[src/rtl/uart_tx_ctrl_pkg.sv]
// Shared encodings for the UART TX frame controller and the downstream TX output mux.
// The mux decodes MUX_SEL with exactly these codes, so they must not change independently.
package uart_tx_ctrl_pkg;

  typedef enum logic [2:0] {
    IDLE   = 3'd0,
    START  = 3'd1,
    DATA   = 3'd2,
    PARITY = 3'd3,
    STOP   = 3'd4
  } state_t;

  localparam logic [1:0] START_SEL = 2'b00;
  localparam logic [1:0] DATA_SEL  = 2'b01;
  localparam logic [1:0] PAR_SEL   = 2'b10;
  localparam logic [1:0] STOP_SEL  = 2'b11;

endpackage

[src/rtl/uart_tx_serializer.sv]
// Payload shift register and bit counter; presents one data bit per clock, LSB first.
module uart_tx_serializer #(
  parameter int DATA_WIDTH = 8
) (
  input  logic                  clk,
  input  logic                  rst_n,
  input  logic                  load,
  input  logic                  shift_en,
  input  logic [DATA_WIDTH-1:0] data_in,
  output logic                  ser_data,
  output logic                  ser_done
);

  localparam int CW = $clog2(DATA_WIDTH);
  localparam logic [CW-1:0] LAST = CW'(DATA_WIDTH - 1);

  logic [DATA_WIDTH-1:0] shift_reg;
  logic [CW-1:0]         bit_cnt;

  // Loading clears the counter, so it always starts at zero when DATA is entered;
  // the counter saturates at the last bit instead of wrapping.
  always_ff @(posedge clk or negedge rst_n) begin
    if (!rst_n) begin
      shift_reg <= '0;
      bit_cnt   <= '0;
    end else if (load) begin
      shift_reg <= data_in;
      bit_cnt   <= '0;
    end else if (shift_en) begin
      shift_reg <= shift_reg >> 1;
      if (bit_cnt != LAST) begin
        bit_cnt <= bit_cnt + 1'b1;
      end
    end
  end

  assign ser_data = shift_reg[0];
  assign ser_done = (bit_cnt == LAST);

endmodule

[src/rtl/uart_tx_ctrl.sv]
// UART TX frame sequencer: start, LSB-first data, optional parity, stop; drives the
// select and data inputs of the registered TX output mux (line lags MUX_SEL by one clock).
module uart_tx_ctrl
  import uart_tx_ctrl_pkg::*;
#(
  parameter int DATA_WIDTH = 8
) (
  input  logic                  CLK,
  input  logic                  RST,
  input  logic [DATA_WIDTH-1:0] P_DATA,
  input  logic                  DATA_VALID,
  input  logic                  PAR_EN,
  input  logic                  PAR_TYP,
  output logic [1:0]            MUX_SEL,
  output logic                  SER_DATA,
  output logic                  PAR_BIT,
  output logic                  BUSY
);

  state_t state;
  state_t next_state;
  logic   par_en_q;
  logic   accept;
  logic   shift_en;
  logic   ser_done;

  // A new word is only taken while idle or in the stop bit (back-to-back frames).
  assign accept   = DATA_VALID && ((state == IDLE) || (state == STOP));
  assign shift_en = (state == DATA);

  uart_tx_serializer #(
    .DATA_WIDTH(DATA_WIDTH)
  ) u_serializer (
    .clk     (CLK),
    .rst_n   (RST),
    .load    (accept),
    .shift_en(shift_en),
    .data_in (P_DATA),
    .ser_data(SER_DATA),
    .ser_done(ser_done)
  );

  always_ff @(posedge CLK or negedge RST) begin
    if (!RST) begin
      state    <= IDLE;
      par_en_q <= 1'b0;
      PAR_BIT  <= 1'b0;
    end else begin
      state <= next_state;
      if (accept) begin
        par_en_q <= PAR_EN;
        PAR_BIT  <= PAR_TYP ? ~^P_DATA : ^P_DATA;
      end
    end
  end

  always_comb begin
    next_state = state;
    MUX_SEL    = STOP_SEL;
    BUSY       = 1'b1;
    unique case (state)
      IDLE: begin
        BUSY = 1'b0;
        if (DATA_VALID) next_state = START;
      end
      START: begin
        MUX_SEL    = START_SEL;
        next_state = DATA;
      end
      DATA: begin
        MUX_SEL = DATA_SEL;
        if (ser_done) next_state = par_en_q ? PARITY : STOP;
      end
      PARITY: begin
        MUX_SEL    = PAR_SEL;
        next_state = STOP;
      end
      STOP: begin
        next_state = DATA_VALID ? START : IDLE;
      end
      default: begin
        BUSY       = 1'b0;
        next_state = IDLE;
      end
    endcase
  end

endmodule

[config.mk]
export PLATFORM = sky130hd
export DESIGN_NAME = uart_tx_ctrl
export DESIGN_NICKNAME = d
export VERILOG_FILES = /design/src/rtl/uart_tx_ctrl_pkg.sv /design/src/rtl/uart_tx_serializer.sv /design/src/rtl/uart_tx_ctrl.sv
export SDC_FILE = /design/constraint.sdc
export NUM_CORES = 1
export LEC_CHECK = 0
export ABC_AREA = 1
export CORE_ASPECT_RATIO = 1.5
export CORE_MARGIN = 1.5
export CORE_UTILIZATION = 46
export DETAILED_ROUTE_END_ITERATION = 10
export HOLD_SLACK_MARGIN = 0.15
export PLACE_DENSITY = 0.82
export SYNTH_ARGS = -nofsm -noshare
export SYNTH_HDL_FRONTEND = slang
export SYNTH_SLANG_ARGS = --single-unit
[constraint.sdc]
create_clock -name CLK -period 3.05 [get_ports CLK]
set_clock_uncertainty 0.1 [all_clocks]
set_input_delay 0.61 -clock CLK [delete_from_list [all_inputs] [get_ports CLK]]
set_output_delay 0.61 -clock CLK [all_outputs]
set_load 0.05 [all_outputs]
==> impl_metrics.yaml, run 1 <==
run_status:
  status: "complete, no violations"
layout:
  fin_area_mm2: 0.00113
  nets: 156
  largest_register_ffs: 8
  finalNonFillerCells: 161
  fill_cells: 179
  drive_above_1_share: 0.0786
  syn_to_final_growth_pct: 23.0
  finalCoreUtilization: 0.607
  n_antenna_cell: 0
timing:
  setup_viol: 0
  hold_viol_final: 0
  rsz0062_at_grt: "no"
  slew_viol_final: 0
  period_share: 0.844
  tightest_slew_ns: 0.702
  relSlewSlack: 0.531
  fin_tns_setup_ns: 0
  timing.final.crit_period_ns: 2.57
  fmax_mhz: 389
global_routing:
  grtUsageTotal: 0.190
  antenna_found_initial: 0
  overflow: 0
  grt_pass1_vias: 800
  grt_max_degree: 23
  grt_pass1_wl_um: 3060
synthesis:
  yosysUniqueCellTypes: 19
  synth_warnings: 0
  synth_cells: 121
  syn_area_per_cell_um2: 7.57
  syn_nets: 136
  synth_seq_area_share: 0.437
  ys_ff_latch: 16
  synth_area_um2: 916
power:
  power_mw: 1.15
  vdd_drop_max_uv: 408
  power_density_mw_per_mm2: 1020
  total_leakage_power_nw: 0.581
drt:
  routedWlPerCell_um: 10.7
  drtIter0Drc: 17
  drc: 0
  routed_wl_um: 1720
  ant_nets: 0
  dr.pass1.iters: 3
  via_per_inst: 5.12
  vias: 825
clocking:
  htreeDepth: 1
  cts_resized: 0
  post_cts_buffers: 0
  clk_pin_slew_worst_paths_ns: 0.09
  cts_root_buffer: "clkbuf_4"
  cts_tree: "done"
  clk_path_buf_depth: 2
  clkSinkCount: 16
  holdBufCountCts: 0
  clock_latency_ns: 0.28
  cts_buffers: 3
placed_design:
  port_buffers: 17
  placed_cells: 157
  place_area_mm2: 0.00109
  dp_hpwl_um: 1370
  gp_congestion: 0.723
floorplan:
  core_area_mm2: 0.00185
  die_h_um: 57.7
  die_w_um: 39.4
  rows: 19
  num_io_pins: 18
  initial_utilization: 0.494
  dieArea_mm2: 0.00227
setup_path:
  critical_path_required_ns: 2.34
  cp.arrival_ns: 1.86
  crit_type: "flip-flop to output pin"
  max_stage_delay_ns: 0.79
  crit_fanout: 5
  critPathLaunchType: "flip-flop"
  endpoint_kind: "output pin"
  worstPathCellList: "nor2_2 -> nand2_1 -> nand3_1 -> clkdlybuf4s50_1"
  slowest_stage: "clkdlybuf4s50_1"
worst_hold_path:
  min-delay-path-class: "flip-flop to flip-flop"
flow_run:
  maxCapViolations: 0
## power breakdown
part           total (mW)  switching [mW]  internal [mW]
Clock               0.136          0.0635         0.0726
Sequential          0.370          0.0533          0.317
Combinational       0.645           0.428          0.217
Total                1.15           0.545          0.606
## layout by cell type (no fill, tap or decap)
master and instances:
nand3_4 1, o21ai_2 1, a31oi_1 1, dfrtp_1 16, nand2_2 1, clkbuf_4 3
nand3_1 9, o21ai_0 22, inv_2 2, nor3_1 1, clkdlybuf4s50_1 17, nand2_1 31
clkbuf_8 1, ha_1 2, xnor2_1 2, nor2_2 1, o21ai_1 3, inv_1 20
nor2_4 1, a21oi_1 1, nor2_1 4
## critical path, delay by kind of cell (launching register included)
family / cells / cell delay (ns)
flip-flops: 1 / 0.46
AND/OR/NAND/NOR: 3 / 0.34
buffers and inverters: 1 / 0.79
## logic make-up after synthesis
group	count (synthesis)	share of synthesized area
buffers and inverters	24	0.115
adder cells (fa/ha/maj)	2	0.0273
AND/OR/NAND/NOR	49	0.243
XOR/XNOR	2	0.0191
AO/OA/AOI/OAI	28	0.158
flip-flops	16	0.437
## per-layer routing
layer	share of wire	global-route usage
met1	0.43	0.227
met2	0.52	0.321
met3	0.026	0.0115
met4	0.023	0.103
met5	0	0
## stage by stage
step	setup WS, ns	hold slack [ns]
after floorplan	0.741	0.214
after global placement	0.834	0.361
after detailed placement	0.787	0.369
after CTS	0.477	0.393
after global routing	0.423	0.419
final	0.477	0.392
## final timing paths
| check | from | endpoint | slack (ns) | cells past startpoint |
|---|---|---|---|---|
| max | state[1] | BUSY | 0.48 | 4 |
| min | PAR_BIT | PAR_BIT | 0.39 | 2 |
| max reg2reg | state[1] | u_serializer.shift_reg[7] | 1.54 | 4 |
| min reg2reg | PAR_BIT | PAR_BIT | 0.39 | 2 |
| max in group asynchronous | RST | state[1] | 1.76 | 1 |
| min in group asynchronous | RST | state[0] | 0.64 | 1 |
## synth_stat cells
| cell type | number | area share |
|---|---|---|
| nor3_1 | 1 | 0.0055 |
| dfrtp_1 | 16 | 0.44 |
| xnor2_1 | 2 | 0.019 |
| inv_2 | 2 | 0.0082 |
| o21ai_1 | 3 | 0.016 |
| nand3_1 | 9 | 0.049 |
| a21oi_1 | 1 | 0.0055 |
| nor2_1 | 4 | 0.016 |
| nand2_2 | 1 | 0.0068 |
| ha_1 | 2 | 0.027 |
| inv_1 | 20 | 0.082 |
| buf_6 | 2 | 0.025 |
| nand3_4 | 1 | 0.019 |
| nor2_2 | 1 | 0.0068 |
| nand2_1 | 31 | 0.13 |
| a31oi_1 | 1 | 0.0068 |
| o21ai_0 | 22 | 0.12 |
| o21ai_2 | 1 | 0.0096 |
| nor2_4 | 1 | 0.012 |
## layout make-up
class | count | area (µm²) | share of cell area
Clock buffer | 4 | 36.3 | 0.0322
Inverter | 22 | 82.6 | 0.0733
Multi-Input combinational cell | 81 | 410 | 0.364
Sequential cell | 16 | 400 | 0.356
Tap cell | 21 | 26.3 | 0.0233
Timing Repair Buffer | 17 | 170 | 0.151
(Power assumes the default switching activity.)
==> run 2, diff against run 1 <==
Settings changed: CORE_UTILIZATION 46 to 45, PLACE_DENSITY 0.82 to 0.84.
Clock period 3.05 ns to 2.2 ns, I/O delays scaled along.
==> run 2 against run 1 <==
Net effect: sequential share of layout area increased by 0.68 points; core utilization decreased by 1.9 points; routed wire length decreased by 3.2%; total power increased by 34%; first-iteration DRC count increased by 41%; global-route usage decreased by 0.26 points; die area increased by 2.1%; combinational power increased by 37%; sequential power increased by 38%.
==> impl_metrics.yaml, run 2 (synthesis results as in run 1) <==
clocking:
  cts_buffers: 3
  clkSinkCount: 16
  cts_tree: "done"
  clk_path_buf_depth: 2
  clk_pin_slew_worst_paths_ns: 0.08
  holdBufCountCts: 0
  cts_root_buffer: "clkbuf_4"
  cts_resized: 0
  post_cts_buffers: 0
  htreeDepth: 1
  clock_latency_ns: 0.28
drt:
  dr.pass1.iters: 4
  drtIter0Drc: 24
  routed_wl_um: 1670
  drc: 0
  via_per_inst: 5.03
  ant_nets: 0
  vias: 805
  routedWlPerCell_um: 10.4
timing:
  fin_tns_setup_ns: 0
  fmax_mhz: 502
  relSlewSlack: 0.546
  hold_viol_final: 0
  timing.final.crit_period_ns: 1.99
  rsz0062_at_grt: "no"
  setup_viol: 0
  period_share: 0.906
  slew_viol_final: 0
  fin_hold_ws_ns: 0.377
  fin_ws_ns: 0.208
  tightest_slew_ns: 0.679
layout:
  syn_to_final_growth_pct: 20.6
  nets: 156
  finalNonFillerCells: 160
  fin_area_mm2: 0.00110
  drive_above_1_share: 0.0935
  final_common_cell: "nand2_1"
  largest_register_ffs: 8
  layout_common_cells: "nand2_1, o21ai_0, inv_1"
  n_antenna_cell: 0
setup_path:
  crit_type: "flip-flop to output pin"
  critPathLaunchType: "flip-flop"
  reg2reg_slack_ns: 0.72
  worstPathCellList: "clkdlybuf4s50_1"
  critical_path_required_ns: 1.66
  path_buf_inv: 1
  cp.arrival_ns: 1.45
  max_stage_delay_ns: 0.81
  crit_fanout: 2
  slowest_stage: "clkdlybuf4s50_1"
  cp_top_family: "buffers and inverters"
  endpoint_kind: "output pin"
floorplan:
  rows: 19
  die_w_um: 39.8
  die_h_um: 58.3
  core_area_mm2: 0.00188
  num_io_pins: 18
  dieArea_mm2: 0.00232
  initial_utilization: 0.488
global_routing:
  grtUsageTotal: 0.187
  grt_pass1_wl_um: 3010
  overflow: 0
  grt_pass1_vias: 744
  grt_max_degree: 23
  antenna_found_initial: 0
power:
  netSwitchingPower_mw: 0.752
  total_leakage_power_nw: 0.576
  p_clk_frac: 0.097
  pwr-share-comb: 0.572
  swShare: 0.488
  power.share.sequential: 0.332
  p_int_mw: 0.790
  power_density_mw_per_mm2: 1400
  vdd_drop_max_uv: 552
run_status:
  status: "complete, no violations"
placed_design:
  port_buffers: 17
  placed_cells: 157
  gp_congestion: 0.783
  dp_hpwl_um: 1330
  post-place-ws_ns: 0.412
  place_area_mm2: 0.00108
flow_run:
  maxCapViolations: 0
worst_hold_path:
  min-delay-path-class: "flip-flop to flip-flop"
-- run 2: cell type report --
class | instances | area, µm²
repair buffers | 17 | 163
clock buffers | 3 | 22.5
multi-input cells | 81 | 410
fillers | 181 | 773
well taps | 21 | 26.3
inverters | 22 | 82.6
flip-flops and latches | 16 | 400
-- run 2: worst paths after layout --
kind | to | depth (start not counted) | from
min reg2reg | u_serializer.bit_cnt[0] | 1 | u_serializer.bit_cnt[0]
max reg2reg | u_serializer.shift_reg[4] | 4 | state[1]
min | u_serializer.bit_cnt[0] | 1 | u_serializer.bit_cnt[0]
min in group asynchronous | u_serializer.shift_reg[1] | 1 | RST
max | SER_DATA | 1 | u_serializer.shift_reg[0]
max in group asynchronous | u_serializer.shift_reg[4] | 1 | RST
-- run 2: per-layer routing --
metal / wire [µm] / global-route usage / share of wire
met5: 0 / 0 / 0
met3: 70 / 0.0115 / 0.042
met1: 759 / 0.256 / 0.45
met4: 48 / 0.103 / 0.029
met2: 790 / 0.286 / 0.47
-- run 2: metrics by stage --
| step | total power [mW] | util |
|---|---|---|
| after global routing | 1.69 | 0.588 |
| final | 1.54 | 0.588 |
| after detailed placement | 1.40 | 0.576 |
| after floorplan | 1.18 | - |
| after CTS | 1.55 | 0.588 |
| after global placement | 1.37 | 0.576 |
-- run 2: power groups by stage --
stage	registers [mW]	clock network, mW	logic, mW
finish	0.512	0.149	0.881
global route	0.528	0.160	0.999
CTS	0.514	0.149	0.885
detailed placement	0.520	0	0.879
global placement	0.516	0	0.852
floorplan	0.570	0	0.609
==> run 3, diff against run 2 <==
Settings changed: CELL_PAD_IN_SITES_DETAIL_PLACEMENT from default to 0, CELL_PAD_IN_SITES_GLOBAL_PLACEMENT from default to 2, CORE_UTILIZATION 45 to 25, PLACE_DENSITY 0.84 to default, PLACE_DENSITY_LB_ADDON from default to 0.1.
==> run 3 against run 2 <==
Net effect: cell count rose by 14%; non-clock buffer count rose by 1; routed wire length is 21% higher; critical endpoint is now PAR_BIT; largest power group unchanged.
==> impl_metrics.yaml, run 3 (synthesis results as in run 1) <==
worst_hold_path:
  min-delay-path-class: "flip-flop to flip-flop"
drt:
  drtIter0Drc: 12
  dr.pass1.iters: 4
  via_per_inst: 4.61
  routedWlPerCell_um: 11.1
  drc: 0
  routed_wl_um: 2020
  vias: 839
  ant_nets: 0
timing:
  fin_tns_setup_ns: 0
  period_share: 0.878
  rsz0062_at_grt: "no"
  hold_viol_final: 0
  tightest_slew_ns: 0.491
  relSlewSlack: 0.672
  fmax_mhz: 518
  timing.final.crit_period_ns: 1.93
  setup_viol: 0
  slew_viol_final: 0
setup_path:
  endpoint_kind: "output pin"
  crit_type: "flip-flop to output pin"
  path_buf_inv: 1
  cp_top_family: "buffers and inverters"
  critPathLaunchType: "flip-flop"
  critical_path_required_ns: 1.66
  crit_fanout: 2
  max_stage_delay_ns: 0.80
  cp.arrival_ns: 1.39
  worstPathCellList: "clkdlybuf4s50_1"
  slowest_stage: "clkdlybuf4s50_1"
clocking:
  holdBufCountCts: 0
  cts_resized: 0
  htreeDepth: 1
  clkSinkCount: 16
  post_cts_buffers: 0
  clock_latency_ns: 0.24
  cts_tree: "done"
  clk_path_buf_depth: 2
  cts_buffers: 3
  clk_pin_slew_worst_paths_ns: 0.06
  cts_root_buffer: "clkbuf_8"
floorplan:
  initial_utilization: 0.266
  num_io_pins: 18
  die_w_um: 52.4
  rows: 26
  die_h_um: 77.1
  dieArea_mm2: 0.00404
  core_area_mm2: 0.00345
placed_design:
  dp_hpwl_um: 1570
  gp_congestion: 0.694
  port_buffers: 17
  place_area_mm2: 0.00114
layout:
  fin_area_mm2: 0.00118
  syn_to_final_growth_pct: 29.1
  layout_common_cells: "nand2_1, o21ai_0, inv_1"
  largest_register_ffs: 8
  drive_above_1_share: 0.100
  final_common_cell: "nand2_1"
  fill_cells: 391
  nets: 157
  n_antenna_cell: 0
power:
  power_density_mw_per_mm2: 1440
  power_mw: 1.70
  vdd_drop_max_uv: 696
  total_leakage_power_nw: 0.598
global_routing:
  grt_pass1_vias: 799
  grtUsageTotal: 0.117
  antenna_found_initial: 0
  overflow: 0
  grt_pass1_wl_um: 3520
  grt_max_degree: 23
run_status:
  status: "complete, no violations"
flow_run:
  maxCapViolations: 0
[run 3: changes by cell type in the layout (fill, tap and decap cells not counted), sizes merged]
cell,previous run,this run
buf,3,4
[run 3: layout make-up]
class / instances / area, µm² / share of cell area
Multi-Input combinational cell: 81 / 410 / 0.347
Inverter: 22 / 82.6 / 0.0698
Sequential cell: 16 / 400 / 0.339
Clock buffer: 3 / 41.3 / 0.0349
Timing Repair Buffer: 18 / 195 / 0.165
Tap cell: 42 / 52.6 / 0.0444
[run 3: path summary, 6_finish.rpt]
kind | startpoint | end | slack (ns) | cells past startpoint
min in group asynchronous | RST | u_serializer.shift_reg[7] | 0.42 | 2
hold reg to reg | u_serializer.bit_cnt[0] | u_serializer.bit_cnt[0] | 0.38 | 1
setup reg to reg | state[1] | u_serializer.shift_reg[3] | 0.71 | 4
max in group asynchronous | RST | state[1] | 1.39 | 2
hold / removal | u_serializer.bit_cnt[0] | u_serializer.bit_cnt[0] | 0.38 | 1
setup / recovery | PAR_BIT | PAR_BIT | 0.27 | 1
[run 3: stage by stage]
stage | worst slack, ns | instances | util | hold WS (ns)
2_1_floorplan | 0.0613 | 121 | - | 0.0444
3_3_place_gp | 0.392 | 179 | 0.331 | 0.367
3_5_place_dp | 0.367 | 179 | 0.331 | 0.374
4_1_cts | 0.259 | 182 | 0.343 | 0.385
5_1_grt | 0.216 | 182 | 0.343 | 0.396
6_report | 0.269 | 182 | 0.343 | 0.379
[run 3: where the power goes]
part / internal [mW] / switching, mW / leakage, nW
Sequential: 0.440 / 0.0728 / 0.196
Combinational: 0.356 / 0.614 / 0.380
Clock: 0.121 / 0.0958 / 0.0216
Total: 0.918 / 0.782 / 0.598
[run 3: metal layers]
| metal | share of wire | GRT usage | vias to the layer above |
|---|---|---|---|
| met5 | 0 | 0 | - |
| met4 | 0.017 | 0.0462 | 0 |
| met3 | 0.033 | 0.0233 | 2 |
| met2 | 0.52 | 0.200 | 16 |
| met1 | 0.43 | 0.138 | 397 |
| li1 | - | - | 424 |
